[config.mk]
export PLATFORM = sky130hd
export DESIGN_NAME = throw_ctrl
export DESIGN_NICKNAME = d
export VERILOG_FILES = /design/src/rtl/throw_ctrl.sv
export SDC_FILE = /design/constraint.sdc
export NUM_CORES = 1
export LEC_CHECK = 0
export BUFFER_PORTS_ARGS = -buffer_cell sky130_fd_sc_hd__buf_2
export CORE_MARGIN = 8
export CORE_UTILIZATION = 42
export CTS_BUF_LIST = sky130_fd_sc_hd__clkbuf_2
export CTS_CLUSTER_SIZE = 25
export DETAILED_ROUTE_END_ITERATION = 7
export PLACE_DENSITY = 0.61
export SLEW_MARGIN = 20
export SYNTH_ARGS = -nofsm -noshare
export SYNTH_HDL_FRONTEND = slang
export SYNTH_SLANG_ARGS = --single-unit
[constraint.sdc]
create_clock -name clk -period 6.4 [get_ports clk]
set_input_delay 1.28 -clock clk [delete_from_list [all_inputs] [get_ports clk]]
set_output_delay 1.28 -clock clk [all_outputs]
set_load 0.005 [all_outputs]
[src/rtl/throw_ctrl.sv]
// Throw controller: debounced buttons, ready handshake and charge/fire FSM.
// Optional THROW_POWER_PINGPONG_EN makes power ramp as a triangle wave.

module throw_ctrl_debounce #(
  parameter int unsigned CYCLES = 650_000
) (
  input  logic clk,
  input  logic rst_n,
  input  logic btn_i,
  output logic level_o
);

  localparam int unsigned CW = (CYCLES > 1) ? $clog2(CYCLES) : 1;

  logic [1:0]    sync_q;
  logic [CW-1:0] cnt_q;
  logic          level_q;

  always_ff @(posedge clk) begin
    if (!rst_n) begin
      sync_q  <= '0;
      cnt_q   <= '0;
      level_q <= 1'b0;
    end else begin
      sync_q <= {sync_q[0], btn_i};
      if (sync_q[1] == level_q) begin
        cnt_q <= '0;
      end else if (cnt_q == CW'(CYCLES - 1)) begin
        level_q <= sync_q[1];
        cnt_q   <= '0;
      end else begin
        cnt_q <= cnt_q + 1'b1;
      end
    end
  end

  assign level_o = level_q;

endmodule

module throw_ctrl #(
  parameter int unsigned DEBOUNCE_CYCLES   = 650_000,
  parameter int unsigned POWER_STEP_CYCLES = 2_000_000
) (
  input  logic       clk,
  input  logic       rst_n,
  input  logic       btn_ready,
  input  logic       btn_throw,
  input  logic       remote_ready,
  input  logic       player_id,
  output logic       player1_ready,
  output logic       player2_ready,
  output logic [4:0] power,
  output logic       throw_flag
);

  localparam int unsigned SW =
    (POWER_STEP_CYCLES > 1) ? $clog2(POWER_STEP_CYCLES) : 1;

  typedef enum logic [1:0] {
    IDLE,
    ARMED,
    CHARGE,
    FIRE
  } state_e;

  logic ready_lvl;
  logic throw_lvl;
  logic ready_prev_q;
  logic throw_prev_q;
  logic ready_rise;
  logic throw_rise;
  logic throw_fall;

  state_e        state_q;
  logic          local_ready_q;
  logic [4:0]    power_q;
  logic [4:0]    power_d;
  logic          flag_q;
  logic [SW-1:0] step_q;
  logic          step_tick;

`ifdef THROW_POWER_PINGPONG_EN
  logic dir_q;
  logic dir_d;
`endif

  throw_ctrl_debounce #(
    .CYCLES (DEBOUNCE_CYCLES)
  ) u_db_ready (
    .clk     (clk),
    .rst_n   (rst_n),
    .btn_i   (btn_ready),
    .level_o (ready_lvl)
  );

  throw_ctrl_debounce #(
    .CYCLES (DEBOUNCE_CYCLES)
  ) u_db_throw (
    .clk     (clk),
    .rst_n   (rst_n),
    .btn_i   (btn_throw),
    .level_o (throw_lvl)
  );

  assign ready_rise = ready_lvl & ~ready_prev_q;
  assign throw_rise = throw_lvl & ~throw_prev_q;
  assign throw_fall = ~throw_lvl & throw_prev_q;
  assign step_tick  = (step_q == SW'(POWER_STEP_CYCLES - 1));

  // Next power value on a step tick.
  always_comb begin
`ifdef THROW_POWER_PINGPONG_EN
    power_d = power_q;
    dir_d   = dir_q;
    if (!dir_q) begin
      if (power_q == 5'd31) begin
        power_d = 5'd30;
        dir_d   = 1'b1;
      end else begin
        power_d = power_q + 5'd1;
      end
    end else begin
      if (power_q == 5'd0) begin
        power_d = 5'd1;
        dir_d   = 1'b0;
      end else begin
        power_d = power_q - 5'd1;
      end
    end
`else
    power_d = power_q;
    if (power_q != 5'd31) begin
      power_d = power_q + 5'd1;
    end
`endif
  end

  always_ff @(posedge clk) begin
    if (!rst_n) begin
      state_q       <= IDLE;
      local_ready_q <= 1'b0;
      power_q       <= '0;
      flag_q        <= 1'b0;
      step_q        <= '0;
      ready_prev_q  <= 1'b0;
      throw_prev_q  <= 1'b0;
`ifdef THROW_POWER_PINGPONG_EN
      dir_q         <= 1'b0;
`endif
    end else begin
      ready_prev_q <= ready_lvl;
      throw_prev_q <= throw_lvl;
      flag_q       <= 1'b0;
      if (ready_rise) begin
        local_ready_q <= 1'b1;
      end
      unique case (state_q)
        IDLE: begin
          if (local_ready_q && remote_ready) begin
            state_q <= ARMED;
          end
        end
        ARMED: begin
          if (!remote_ready) begin
            state_q <= IDLE;
            power_q <= '0;
          end else if (throw_rise) begin
            state_q <= CHARGE;
            power_q <= '0;
            step_q  <= '0;
`ifdef THROW_POWER_PINGPONG_EN
            dir_q   <= 1'b0;
`endif
          end
        end
        CHARGE: begin
          // Abort beats release, release beats a step tick.
          if (!remote_ready) begin
            state_q <= IDLE;
            power_q <= '0;
            step_q  <= '0;
          end else if (throw_fall) begin
            state_q <= FIRE;
            flag_q  <= 1'b1;
          end else if (throw_lvl) begin
            if (step_tick) begin
              step_q  <= '0;
              power_q <= power_d;
`ifdef THROW_POWER_PINGPONG_EN
              dir_q   <= dir_d;
`endif
            end else begin
              step_q <= step_q + 1'b1;
            end
          end
        end
        FIRE: begin
          state_q <= ARMED;
        end
        default: begin
          state_q <= IDLE;
        end
      endcase
    end
  end

  assign player1_ready = player_id ? remote_ready : local_ready_q;
  assign player2_ready = player_id ? local_ready_q : remote_ready;
  assign power         = power_q;
  assign throw_flag    = flag_q;

endmodule

==> results.md <==
* Ys flop type: dfxtp_1
* Grt ovf at 0
* Pins Over Slew Limit at 0
* Drt total wl at 7365 µm
* EDFF count, synth at 0
* CP Launch Type: primary input
* Layout cells sized above 1 at under 10%
* Leading area contributor after synthesis: dfxtp_1
* Setup WS post-layout at approximately 3.3 ns
* CP max-delay cell: mux2_2
* Largest net degree at the start of global routing at 25
* Worst path max stage delay at 0.32 ns
* Row Count at 34
* Syn Area/Cell at around 8.6 µm²
* Cells after Synth at between 400 and 500
* Bufs on Longest Clock Path at 2
* Inserted Diodes at 0
* CP delay by family, top: multiplexers
* WS Path Type: in -> out
* Status: completed
* CP most frequent cell: buf_2
* Area grow syn2layout at 7.627%
* Critical Path RT at approximately 5.1 ns
* Setup TNS at 0 ns
* Total power at between 0.0008 and 0.0009 W
* # IOs at 14
* Worst-Margin Slew at roughly 0.97 ns
* CTS sink cnt at 78
* Die Width at approximately 110 µm
* Clock power share at between 30% and 40%
* Crit path buf inv count at 2
* TritonCTS Buffers at 9
* DR WL/cell at 13.34 µm
* # nets final at approximately 450
* Synth cell types at 49
* Synthesized cell area at roughly 3700 µm²
* DRT Pass-1 Iters at 5
* Gpl congestion at about 0.86
* Cts repair resizes at 0
* XOR/XNOR Fraction of Synth Area at between 10% and 20%
* CP Depth at 3
* Worst skew pair latency at ~0.54 ns
* GRT Total Usage at approximately an eighth
* Sw power at around 0.00021 W
* Cell with the most instances after synthesis: dfxtp_1
* Post-synthesis async set-or-reset flop share at 0%
* Setup Buffers After CTS at 0
* Fmax at approximately 320 MHz
* Worst slack, placed at approximately 2.6 ns
* Sequential cell area at 1562 µm²
* Fin crit share at 48.58%
* Ys Warns at 0
* RSZ-0062 raised after global routing: no
* Vias per std cell at approximately 5.3
* Reg2reg setup slack at 3.70 ns
* Reg power frac at roughly three fifths
* Area of the multi-input gates at ~2000 µm²
* Relative slew slack at a little over a third
* Hold Crit Class: reg -> reg
* Number of DRC markers in iteration 0 at between 90 and 100
* Clock slew at the register clock pins of the worst setup and hold paths at 0.24 ns
* First-pass GRT wire length at roughly 13,000 µm
* Final Util at a little under half
* Vias at 2,947
* CTS root buf: clkbuf_2
* Die area at around 12,000 µm²
* CTS tree: done
* Filler cells at roughly 880
* IO Port Bufs at 13
* Initial antenna violation count at 0
* Final setup violation count at 0
* Worst-path cell chain: buf_2 > mux2_2 > buf_2
* Leak pwr at 1.273 nW
* CP arrival at 1.83 ns
* Antenna Violating Nets Remaining at 0
* HPWL after DPL at 5126 µm
* Fraction of the mapped netlist area in compound gates at slightly above 8%
* Number of synthesized register bits at a little under 80
* Core area at 8593 µm²
* Number of global-route vias before repair at around 2,800
* WHS Path Cells at 1
* Simple-gate portion of the synthesized area at between 30% and 40%
* Power Density at roughly 210 nW/µm²
* Pint at roughly 0.00063 W
* Final Hold Viols at 0
* Post-Route Skew at 0.04608 ns
* CP endpoint kind: output pin
* Die height at 109.3 µm
* Post-synthesis mux area share at about 2%
* Combinational share of power at 4.2%
* # Max-Cap Violations at 0
* Synth area leaders: dfxtp_1 (43%), nor2_1 (7.1%), xnor2_1 (6.5%)
* CTS H-tree depth at 3
* R2R cell count at 7
* Top cells by count, synth: dfxtp_1 (78), nor2_1 (69), nand2_1 (33), xnor2_1 (27), nand3_1 (24)
* Mapped Nets at 441
* Peak supply drop at between 0.09 and 0.1 mV
* Hold_buf cts at 0
* Crit Path Max Fanout at 2
* Post-synth top area share at between 40% and 50%
* Drt drc at 0
* Starting density of the core at between 40% and 50%
* Adder-cell share of the synthesized area at between 2 and 3%
* Largest family of logic cells by synthesized area: simple AND/OR/NAND/NOR gates
* Min Clock Period, post-route at approximately 3.1 ns
* Seq/Total Area, Yosys at 42.68%
* Switch share at 25.06%
## power groups by stage
| stage | sequential [W] | combinational, W | clock (W) |
|---|---|---|---|
| 2_1_floorplan | 0.000500 | 0.0000266 | 0 |
| 3_3_place_gp | 0.000500 | 0.0000350 | 0 |
| 3_5_place_dp | 0.000500 | 0.0000354 | 0 |
| 4_1_cts | 0.000491 | 0.0000356 | 0.000327 |
| 5_1_grt | 0.000492 | 0.0000399 | 0.000349 |
| 6_report | 0.000491 | 0.0000355 | 0.000315 |
## final timing paths
kind | startpoint | endpoint
worst max register to register | state_q[0]$_SDFFE_PN0P_ | step_q[19]$_SDFFE_PN0P_
worst min register to register | u_db_throw.cnt_q[0]$_SDFF_PP0_ | u_db_throw.cnt_q[0]$_SDFF_PP0_
worst max-delay path | player_id | player1_ready
worst min-delay path | u_db_throw.cnt_q[0]$_SDFF_PP0_ | u_db_throw.cnt_q[0]$_SDFF_PP0_
## stage by stage
| stage | hold slack, ns | std cells | cell area (µm²) |
|---|---|---|---|
| final | 0.4662 | 552 | 3938 |
| after detailed placement | 0.4266 | 536 | 3790 |
| after floorplan | 0.4105 | 427 | 3659 |
| after global placement | 0.4169 | 536 | 3790 |
| after global routing | 0.4854 | 552 | 3938 |
| after CTS | 0.4691 | 552 | 3933 |
## worst reg2reg max path: stages, from the launching register on
cell and delay, ns:
dfxtp_1 0.39, inv_1 0.08, ha_1 0.34, nand2_1 0.08, a21oi_1 0.72, nor2_1 0.34
o21ai_1 0.54, nor2_1 0.10
## sequential cells by signal, indices dropped and copies added (netlist names)
register	cells
step_q	21
u_db_ready.cnt_q	20
u_db_throw.cnt_q	20
power	5
state_q	2
u_db_ready.sync_q	2
u_db_throw.sync_q	2
local_ready_q	1
ready_prev_q	1
throw_flag	1
throw_prev_q	1
u_db_ready.level_o	1
u_db_throw.level_o	1
## cell type report
| class | instances | share of cell area (%) |
|---|---|---|
| Clock buffer | 9 | 1.144 |
| Clock inverter | 7 | 2.479 |
| Inverter | 10 | 0.9533 |
| Multi-Input combinational cell | 327 | 50.68 |
| Sequential cell | 78 | 39.66 |
| Tap cell | 108 | 3.432 |
| Timing Repair Buffer | 13 | 1.652 |
## layout by cell type (no fill, tap or decap), types with 3 or more instances in the layout
cell and instances:
dfxtp_1 78, nor2_1 69, nand2_1 33, xnor2_1 27, nand3_1 24, xor2_1 19, nor3_1 13, buf_2 13
and3_1 12, o21ai_0 12, a21oi_1 11, nor4_1 11, nand4_1 11, inv_1 9, and2_1 9, clkbuf_2 9
ha_1 8, or3_1 7, o2111ai_1 5, nand2b_1 4, a31oi_1 4, nand4b_1 4, mux2i_1 4, o22ai_1 4
mux2_2 3, and4_1 3, o211ai_1 3, nor3b_1 3
## logic make-up after synthesis
group / Yosys count
adder cells (fa/ha/maj): 8
AND/OR/NAND/NOR: 218
buffers and inverters: 22
multiplexers: 7
flip-flops: 78
AO/OA/AOI/OAI: 48
XOR/XNOR: 46
## layer usage
metal,routed length (µm),GRT usage (%),vias to the layer above
met3,200,3.165,8
met5,0,0,-
met1,3474,15.49,1375
met2,3614,22.18,39
met4,76,5.497,0
li1,-,-,1525
Note: power is estimated with default switching activity, not from simulation.
